**config.mk**
```make
export PLATFORM = sky130hd
export DESIGN_NAME = pulse_sequencer
export DESIGN_NICKNAME = d
export VERILOG_FILES = /design/src/rtl/pulse_sequencer_pkg.sv /design/src/rtl/pulse_sequencer_reply_capture.sv /design/src/rtl/pulse_sequencer.sv
export SDC_FILE = /design/constraint.sdc
export NUM_CORES = 1
export LEC_CHECK = 0
export CAP_MARGIN = 25
export CELL_PAD_IN_SITES_DETAIL_PLACEMENT = 1
export CELL_PAD_IN_SITES_GLOBAL_PLACEMENT = 2
export CORE_MARGIN = 2
export CORE_UTILIZATION = 29
export CTS_CLUSTER_DIAMETER = 40
export DETAILED_ROUTE_END_ITERATION = 10
export HOLD_SLACK_MARGIN = 0.06
export PLACE_DENSITY_LB_ADDON = 0.1
export REMOVE_ABC_BUFFERS = 1
export SLEW_MARGIN = 30
export SYNTH_ARGS = -nofsm -noshare
export SYNTH_HDL_FRONTEND = slang
export SYNTH_HIERARCHICAL = 1
export SYNTH_SLANG_ARGS = --single-unit
```
**constraint.sdc**
```tcl
create_clock -name clk -period 5.4 [get_ports clk]
set_clock_uncertainty 0.05 [all_clocks]
set_input_delay 1.08 -clock clk [delete_from_list [all_inputs] [get_ports clk]]
set_output_delay 1.08 -clock clk [all_outputs]
set_load 0.02 [all_outputs]
```
**src/rtl/pulse_sequencer_pkg.sv**
```systemverilog
// Shared types and width helpers for the pulse-phase sequencer.
package pulse_seq_pkg;

  typedef enum logic [1:0] {
    IDLE  = 2'd0,
    RUN   = 2'd1,
    FAULT = 2'd2
  } seq_state_t;

  function automatic int unsigned clog2_min1(input int unsigned n);
    return (n < 2) ? 32'd1 : 32'($clog2(n));
  endfunction

  function automatic int unsigned sel_width(input int unsigned n_reply);
    return clog2_min1(n_reply);
  endfunction

  function automatic int unsigned phase_width(input int unsigned n_phase);
    return clog2_min1(n_phase);
  endfunction

endpackage

```
**src/rtl/pulse_sequencer_reply_capture.sv**
```systemverilog
// Registered rising-edge detector for the reply lines; an event shows one cycle after its edge.
module pulse_reply_capture #(
  parameter int unsigned N_REPLY = 3
) (
  input  logic               clk,
  input  logic               resetn,
  input  logic [N_REPLY-1:0] reply_in,
  output logic [N_REPLY-1:0] rep_evt
);

  logic [N_REPLY-1:0] reply_q;

  always_ff @(posedge clk) begin
    if (!resetn) begin
      reply_q <= '0;
      rep_evt <= '0;
    end else begin
      reply_q <= reply_in;
      rep_evt <= reply_in & ~reply_q;
    end
  end

endmodule

```
**src/rtl/pulse_sequencer.sv**
```systemverilog
// Pulse-phase sequencer: walks N_PHASE phases, waiting on selected replies, with halt, step and timeout fault.
module pulse_sequencer
  import pulse_seq_pkg::*;
#(
  parameter  int unsigned N_PHASE     = 8,
  parameter  int unsigned N_REPLY     = 3,
  parameter  int unsigned TIMEOUT_CYC = 255,
  localparam int unsigned SEL_W       = sel_width(N_REPLY),
  localparam int unsigned PH_W        = phase_width(N_PHASE)
) (
  input  logic                     clk,
  input  logic                     resetn,
  input  logic                     start_pulse,
  input  logic                     halt_req,
  input  logic                     step_mode,
  input  logic                     step_pulse,
  input  logic                     clear_fault,
  input  logic [N_REPLY-1:0]       reply_in,
  input  logic [N_PHASE-1:0]       wait_mask,
  input  logic [N_PHASE*SEL_W-1:0] reply_sel,
  output logic [PH_W-1:0]          phase,
  output logic [N_PHASE-1:0]       at_phase,
  output logic [N_PHASE-1:0]       leave_phase,
  output logic                     cycle_done,
  output logic                     busy,
  output logic                     fault,
  output logic [PH_W-1:0]          fault_phase
);

  localparam int unsigned T_W    = clog2_min1(TIMEOUT_CYC + 1);
  localparam logic [T_W-1:0] T_LAST = T_W'(TIMEOUT_CYC);
  localparam logic [PH_W-1:0] PH_LAST = PH_W'(N_PHASE - 1);

  seq_state_t       state_q, state_d;
  logic [PH_W-1:0]  phase_q, phase_d;
  logic [PH_W-1:0]  fault_phase_q, fault_phase_d;
  logic             hit_q, hit_d;
  logic             step_ok_q, step_ok_d;
  logic             halt_pend_q, halt_pend_d;
  logic [T_W-1:0]   tcnt_q, tcnt_d;

  logic [N_REPLY-1:0] rep_evt;
  logic [SEL_W-1:0]   sel;
  logic               evt_sel;
  logic               is_wait;
  logic               advance;

  pulse_reply_capture #(.N_REPLY(N_REPLY)) u_capture (
    .clk      (clk),
    .resetn   (resetn),
    .reply_in (reply_in),
    .rep_evt  (rep_evt)
  );

  always_ff @(posedge clk) begin
    if (!resetn) begin
      state_q       <= IDLE;
      phase_q       <= '0;
      fault_phase_q <= '0;
      hit_q         <= 1'b0;
      step_ok_q     <= 1'b0;
      halt_pend_q   <= 1'b0;
      tcnt_q        <= '0;
    end else begin
      state_q       <= state_d;
      phase_q       <= phase_d;
      fault_phase_q <= fault_phase_d;
      hit_q         <= hit_d;
      step_ok_q     <= step_ok_d;
      halt_pend_q   <= halt_pend_d;
      tcnt_q        <= tcnt_d;
    end
  end

  // Selected reply source; indices beyond N_REPLY never produce an event.
  always_comb begin
    sel     = '0;
    evt_sel = 1'b0;
    for (int unsigned i = 0; i < N_PHASE; i++)
      if (phase_q == PH_W'(i)) sel = reply_sel[i*SEL_W +: SEL_W];
    for (int unsigned k = 0; k < N_REPLY; k++)
      if (sel == SEL_W'(k)) evt_sel = rep_evt[k];
    is_wait = wait_mask[phase_q];
    advance = (state_q == RUN) && (!is_wait || hit_q || evt_sel) &&
              (!step_mode || step_ok_q);
  end

  always_comb begin
    state_d       = state_q;
    phase_d       = phase_q;
    fault_phase_d = fault_phase_q;
    hit_d         = hit_q;
    step_ok_d     = step_ok_q;
    halt_pend_d   = halt_pend_q;
    tcnt_d        = tcnt_q;
    unique case (state_q)
      IDLE: begin
        if (start_pulse) begin
          state_d     = RUN;
          phase_d     = '0;
          hit_d       = 1'b0;
          step_ok_d   = 1'b0;
          halt_pend_d = 1'b0;
          tcnt_d      = '0;
        end
      end
      RUN: begin
        if (halt_req)   halt_pend_d = 1'b1;
        if (step_pulse) step_ok_d   = 1'b1;
        if (advance) begin
          step_ok_d = 1'b0;
          hit_d     = 1'b0;
          tcnt_d    = '0;
          phase_d   = phase_q + 1'b1;
          // A halt request in the final phase still stops at this wrap.
          if (phase_q == PH_LAST && (halt_pend_q || halt_req)) begin
            state_d     = IDLE;
            halt_pend_d = 1'b0;
            phase_d     = '0;
          end
        end else if (is_wait && !hit_q) begin
          if (evt_sel) begin
            hit_d = 1'b1;
          end else if (TIMEOUT_CYC != 0) begin
            if (tcnt_q == T_LAST) begin
              state_d       = FAULT;
              fault_phase_d = phase_q;
            end else begin
              tcnt_d = tcnt_q + 1'b1;
            end
          end
        end
      end
      FAULT: begin
        if (clear_fault) begin
          state_d     = IDLE;
          phase_d     = '0;
          hit_d       = 1'b0;
          step_ok_d   = 1'b0;
          halt_pend_d = 1'b0;
          tcnt_d      = '0;
        end
      end
      default: state_d = IDLE;
    endcase
  end

  always_comb begin
    at_phase    = '0;
    leave_phase = '0;
    if (state_q == RUN) at_phase[phase_q] = 1'b1;
    if (advance) leave_phase[phase_q] = 1'b1;
  end

  assign phase       = phase_q;
  assign cycle_done  = leave_phase[N_PHASE-1];
  assign busy        = (state_q == RUN);
  assign fault       = (state_q == FAULT);
  assign fault_phase = fault_phase_q;

endmodule

```
==> report_table.html <==
<table>
<tr><th>Metric</th><th>Value</th></tr>
<tr><th colspan="2">Status</th></tr>
<tr><td>Status</td><td>completed</td></tr>
<tr><th colspan="2">STA</th></tr>
<tr><td>Setup_tns</td><td>0 ns</td></tr>
<tr><td>Worst Max-Slew Pin Slew</td><td>0.757 ns</td></tr>
<tr><td>Final Max Tran Viols</td><td>0</td></tr>
<tr><td>Post-layout min period</td><td>4.98 ns</td></tr>
<tr><td>Final setup violating endpoints</td><td>0</td></tr>
<tr><td>Unrepaired setup endpoints after global routing</td><td>no</td></tr>
<tr><td>Final hold violation count</td><td>0</td></tr>
<tr><td>Max Fclk</td><td>0.201 GHz</td></tr>
<tr><td>Worst rel slew slack</td><td>0.494</td></tr>
<tr><td>Share of the clock period used by the worst path after layout</td><td>0.923</td></tr>
<tr><th colspan="2">Global routing</th></tr>
<tr><td>Maximum number of pins on one net before global-route repair</td><td>25</td></tr>
<tr><td>Overall overflow remaining after global route</td><td>0</td></tr>
<tr><td>Vias in the first global route</td><td>1,809</td></tr>
<tr><td>Global routing usage summed across all routing layers</td><td>0.164</td></tr>
<tr><td>Wire length of the first global-routing pass</td><td>8730 um</td></tr>
<tr><td>Antenna violations before repair</td><td>0</td></tr>
<tr><th colspan="2">Finish</th></tr>
<tr><td>Syn-to-layout area delta</td><td>38.3%</td></tr>
<tr><td>Final instance area</td><td>2470 um2</td></tr>
<tr><td>Share of post-route cells with drive strength above 1</td><td>0.117</td></tr>
<tr><td>Filler-free cell count of the finished design</td><td>332</td></tr>
<tr><td>Area of all sequential standard cells</td><td>500 um2</td></tr>
<tr><td>FILL cells</td><td>697</td></tr>
<tr><td>Number of inserted diodes</td><td>0</td></tr>
<tr><td>Final #Nets</td><td>299</td></tr>
<tr><td>Utilization after layout</td><td>0.415</td></tr>
<tr><td>Area occupied by multi-input gates</td><td>1200 um2</td></tr>
<tr><th colspan="2">Critical path</th></tr>
<tr><td>Critical path launch point type</td><td>input port</td></tr>
<tr><td>Slowest cell on crit path</td><td>sky130_fd_sc_hd__clkdlybuf4s50_1</td></tr>
<tr><td>Crit Path Class</td><td>in -&gt; out</td></tr>
<tr><td>Delay of the slowest cell on the worst path</td><td>0.65 ns</td></tr>
<tr><td>Highest net fanout along the worst path</td><td>13</td></tr>
<tr><td>Cells along the critical path</td><td>clkdlybuf4s50_1 &gt; inv_1 &gt; a2111oi_1 &gt; o221ai_1 &gt; o21ai_2 &gt; o21ai_2 &gt; nor3_1 &gt; clkdlybuf4s50_1</td></tr>
<tr><td>Arrival time of the worst setup path</td><td>3.85 ns</td></tr>
<tr><td>Critical Path End Type</td><td>primary output</td></tr>
<tr><td>Required time of the worst setup path</td><td>4.27 ns</td></tr>
<tr><th colspan="2">Yosys</th></tr>
<tr><td>Adder-cell share of the synthesized area</td><td>0.0490</td></tr>
<tr><td>Ranking of synthesized cells by instance count</td><td>sky130_fd_sc_hd__dfxtp_1, sky130_fd_sc_hd__nor2_1, sky130_fd_sc_hd__nand2_1, sky130_fd_sc_hd__nor3_1, sky130_fd_sc_hd__a21oi_1</td></tr>
<tr><td>Synthesized area per cell</td><td>8.90 um2</td></tr>
<tr><td>Leading cell types by total area after synthesis</td><td>sky130_fd_sc_hd__dfxtp_1, sky130_fd_sc_hd__ha_1, sky130_fd_sc_hd__a21boi_1, sky130_fd_sc_hd__o211ai_1, sky130_fd_sc_hd__nor2_1</td></tr>
<tr><td>Ys Warns</td><td>6</td></tr>
<tr><td>Combinational family with the most area after synthesis</td><td>simple AND/OR/NAND/NOR gates</td></tr>
<tr><td>Portion of netlist area occupied by mux cells</td><td>0.0531</td></tr>
<tr><td>Post-synthesis sequential element count</td><td>25</td></tr>
<tr><td>Most numerous cell in the Yosys netlist</td><td>sky130_fd_sc_hd__dfxtp_1</td></tr>
<tr><td>Post-synthesis xor/xnor area fraction</td><td>0</td></tr>
<tr><td>Area of the mapped netlist</td><td>1790 um2</td></tr>
<tr><td>Most used flip-flop cell after synthesis</td><td>sky130_fd_sc_hd__dfxtp_1</td></tr>
<tr><td>Post-Synthesis Cells</td><td>201</td></tr>
<tr><td>Fraction of registers with async set or reset after synthesis</td><td>0</td></tr>
<tr><td>Post-synthesis compound-gate area fraction</td><td>0.238</td></tr>
<tr><td>Sequential cell area fraction in the yosys report</td><td>0.280</td></tr>
<tr><td>Fraction of synthesized cell area taken by the top area cell type</td><td>0.280</td></tr>
<tr><td>Number of distinct library cells after synthesis</td><td>60</td></tr>
<tr><td>Area share of and/or/nand/nor cells after synthesis</td><td>0.331</td></tr>
<tr><td>Dominant cell type by area after synthesis</td><td>sky130_fd_sc_hd__dfxtp_1</td></tr>
<tr><td>Number of synthesized flops with an enable pin</td><td>0</td></tr>
<tr><th colspan="2">Power</th></tr>
<tr><td>Leakage power</td><td>0.837 nW</td></tr>
<tr><td>Pwr dens</td><td>170 nW/um2</td></tr>
<tr><td>Final Total Pwr</td><td>0.000422 W</td></tr>
<tr><td>Worst supply voltage drop on vdd</td><td>0.0838 mV</td></tr>
<tr><th colspan="2">Placement</th></tr>
<tr><td>Total instance count after detailed placement</td><td>328</td></tr>
<tr><td>Area after detailed placement</td><td>2420 um2</td></tr>
<tr><td>HPWL Detailed</td><td>4130 um</td></tr>
<tr><td>Count of input and output buffers</td><td>58</td></tr>
<tr><td>GP Congestion</td><td>0.749</td></tr>
<tr><th colspan="2">CTS</th></tr>
<tr><td>Clock tree from TritonCTS</td><td>yes</td></tr>
<tr><td>Post-cts gate resize count</td><td>0</td></tr>
<tr><td>Clock tree buffer depth</td><td>2</td></tr>
<tr><td>Number of levels the H-tree was split into</td><td>1</td></tr>
<tr><td>Clock input transition at the sequential cells of the worst setup and hold paths</td><td>0.11 ns</td></tr>
<tr><td>Post CTS Setup Buffer Count</td><td>0</td></tr>
<tr><td>Number of sinks driven by the clock tree</td><td>25</td></tr>
<tr><td>Clock network latency to the later pin of the worst-skew pair</td><td>0.29 ns</td></tr>
<tr><td>CTS buffer count</td><td>3</td></tr>
<tr><td>Total of hold buffers inserted after clock tree synthesis</td><td>0</td></tr>
<tr><td>Clock root cell</td><td>sky130_fd_sc_hd__clkbuf_8</td></tr>
<tr><th colspan="2">Route</th></tr>
<tr><td>Remaining number of nets flagged by the antenna check after routing</td><td>0</td></tr>
<tr><td>Post-DR wirelength/cell</td><td>16.2 um</td></tr>
<tr><td>Final wirelength</td><td>5380 um</td></tr>
<tr><td>Post-route DRC</td><td>0</td></tr>
<tr><td>Vias per Instance</td><td>5.25</td></tr>
<tr><td>Count of vias placed by the detailed router</td><td>1,743</td></tr>
<tr><td>First drt pass iteration count</td><td>4</td></tr>
<tr><td>Starting DRC count in detailed routing</td><td>33</td></tr>
<tr><th colspan="2">Die</th></tr>
<tr><td>Chip height</td><td>82.5 um</td></tr>
<tr><td>Total die area</td><td>6810 um2</td></tr>
<tr><td>Site row count</td><td>28</td></tr>
<tr><td>Horiz. Die Dim</td><td>82.5 um</td></tr>
<tr><td>Initial Util</td><td>0.300</td></tr>
<tr><td>Core box area</td><td>5960 um2</td></tr>
<tr><td>Number of ports placed on the die boundary</td><td>59</td></tr>
<tr><th colspan="2">Worst hold path</th></tr>
<tr><td>Classification of the worst-slack hold path</td><td>reg -&gt; reg</td></tr>
<tr><th colspan="2">Job</th></tr>
<tr><td>Count of max-cap constraint violations</td><td>0</td></tr>
</table>
[placed cells by master, fill, tap and decap left out, types with 2 or more instances in the layout]
master,n
sky130_fd_sc_hd__o21ai_1,2
sky130_fd_sc_hd__nor2_1,14
sky130_fd_sc_hd__ha_1,7
sky130_fd_sc_hd__o211ai_1,8
sky130_fd_sc_hd__buf_4,3
sky130_fd_sc_hd__or3_1,2
sky130_fd_sc_hd__o21a_1,2
sky130_fd_sc_hd__o21ai_0,5
sky130_fd_sc_hd__clkbuf_8,3
sky130_fd_sc_hd__mux4_2,2
sky130_fd_sc_hd__nand2_1,10
sky130_fd_sc_hd__inv_1,7
sky130_fd_sc_hd__or4_1,3
sky130_fd_sc_hd__and3_1,2
sky130_fd_sc_hd__dfxtp_1,25
sky130_fd_sc_hd__nor3b_1,2
sky130_fd_sc_hd__and3b_1,4
sky130_fd_sc_hd__and3_2,2
sky130_fd_sc_hd__nand4_1,7
sky130_fd_sc_hd__and2_2,3
sky130_fd_sc_hd__a21oi_1,9
sky130_fd_sc_hd__clkdlybuf4s50_1,58
sky130_fd_sc_hd__o221ai_1,2
sky130_fd_sc_hd__nor4_1,2
sky130_fd_sc_hd__nor2b_1,7
sky130_fd_sc_hd__nand2b_1,3
sky130_fd_sc_hd__o21ai_2,3
sky130_fd_sc_hd__or3b_1,4
sky130_fd_sc_hd__a21boi_1,8
sky130_fd_sc_hd__o31ai_1,2
sky130_fd_sc_hd__mux2i_1,5
sky130_fd_sc_hd__a222oi_1,2
sky130_fd_sc_hd__nor3_1,10
sky130_fd_sc_hd__nand3b_1,3
[routing by layer]
| metal | GRT usage | part of all wire | vias up |
|---|---|---|---|
| met5 | 0 | 0 | - |
| met4 | 0.0443 | 0.0082 | 0 |
| met3 | 0.0261 | 0.072 | 4 |
| met2 | 0.285 | 0.45 | 47 |
| met1 | 0.209 | 0.47 | 818 |
| li1 | - | - | 874 |
[final cells by class]
cell class,instances,area share
multi-input combinational,160,0.486
timing repair buffer,61,0.244
sequential,25,0.202
tap,75,0.0379
clock buffer,3,0.0167
inverter,7,0.0106
clock inverter,1,0.00303
[critical path: cells and delay by family]
kind	cells	cell delay [ns]
compound gates	4	1.34
buf+inv	3	1.17
simple gates	1	0.26
[path summary, 6_finish.rpt]
check / slack (ns) / depth (start not counted) / endpoint / from
min: 0.43 / 2 / tcnt_q[1]$_SDFFE_PN0P_ / tcnt_q[1]$_SDFFE_PN0P_
max reg2reg: 2.10 / 9 / phase[0]$_SDFFE_PN0P_ / phase[0]$_SDFFE_PN0P_
min reg2reg: 0.43 / 2 / tcnt_q[1]$_SDFFE_PN0P_ / tcnt_q[1]$_SDFFE_PN0P_
max: 0.42 / 8 / leave_phase[7] / reply_sel[10]
[cells by family after synthesis]
| family | after synthesis |
|---|---|
| AOI/OAI and AO/OA | 56 |
| muxes | 7 |
| DFF | 25 |
| adders and majority gates | 7 |
| and+or+nand+nor | 90 |
| buffers and inverters | 16 |
[state kept, by name, indices dropped and copies added, names as in the netlist]
name / cells
tcnt_q: 8
fault_phase: 3
phase: 3
u_capture/rep_evt: 3
u_capture/reply_q: 3
state_q: 2
halt_pend_q: 1
hit_q: 1
step_ok_q: 1
[power breakdown]
group / leakage (nW) / internal [W] / total, W / switching, W
combinational: 0.612 / 0.0000524 / 0.000107 / 0.0000550
clock: 0.0217 / 0.0000526 / 0.000120 / 0.0000679
sequential: 0.204 / 0.000190 / 0.000194 / 0.00000412
total: 0.837 / 0.000295 / 0.000422 / 0.000127
[metrics by stage]
step / worst slack (ns) / hold WS [ns]
2_1_floorplan: 1.07 / 0.381
3_3_place_gp: 0.411 / 0.402
3_5_place_dp: 0.352 / 0.415
4_1_cts: 0.363 / 0.430
5_1_grt: 0.173 / 0.445
6_report: 0.415 / 0.425
Note: power is estimated with default switching activity, not from simulation.
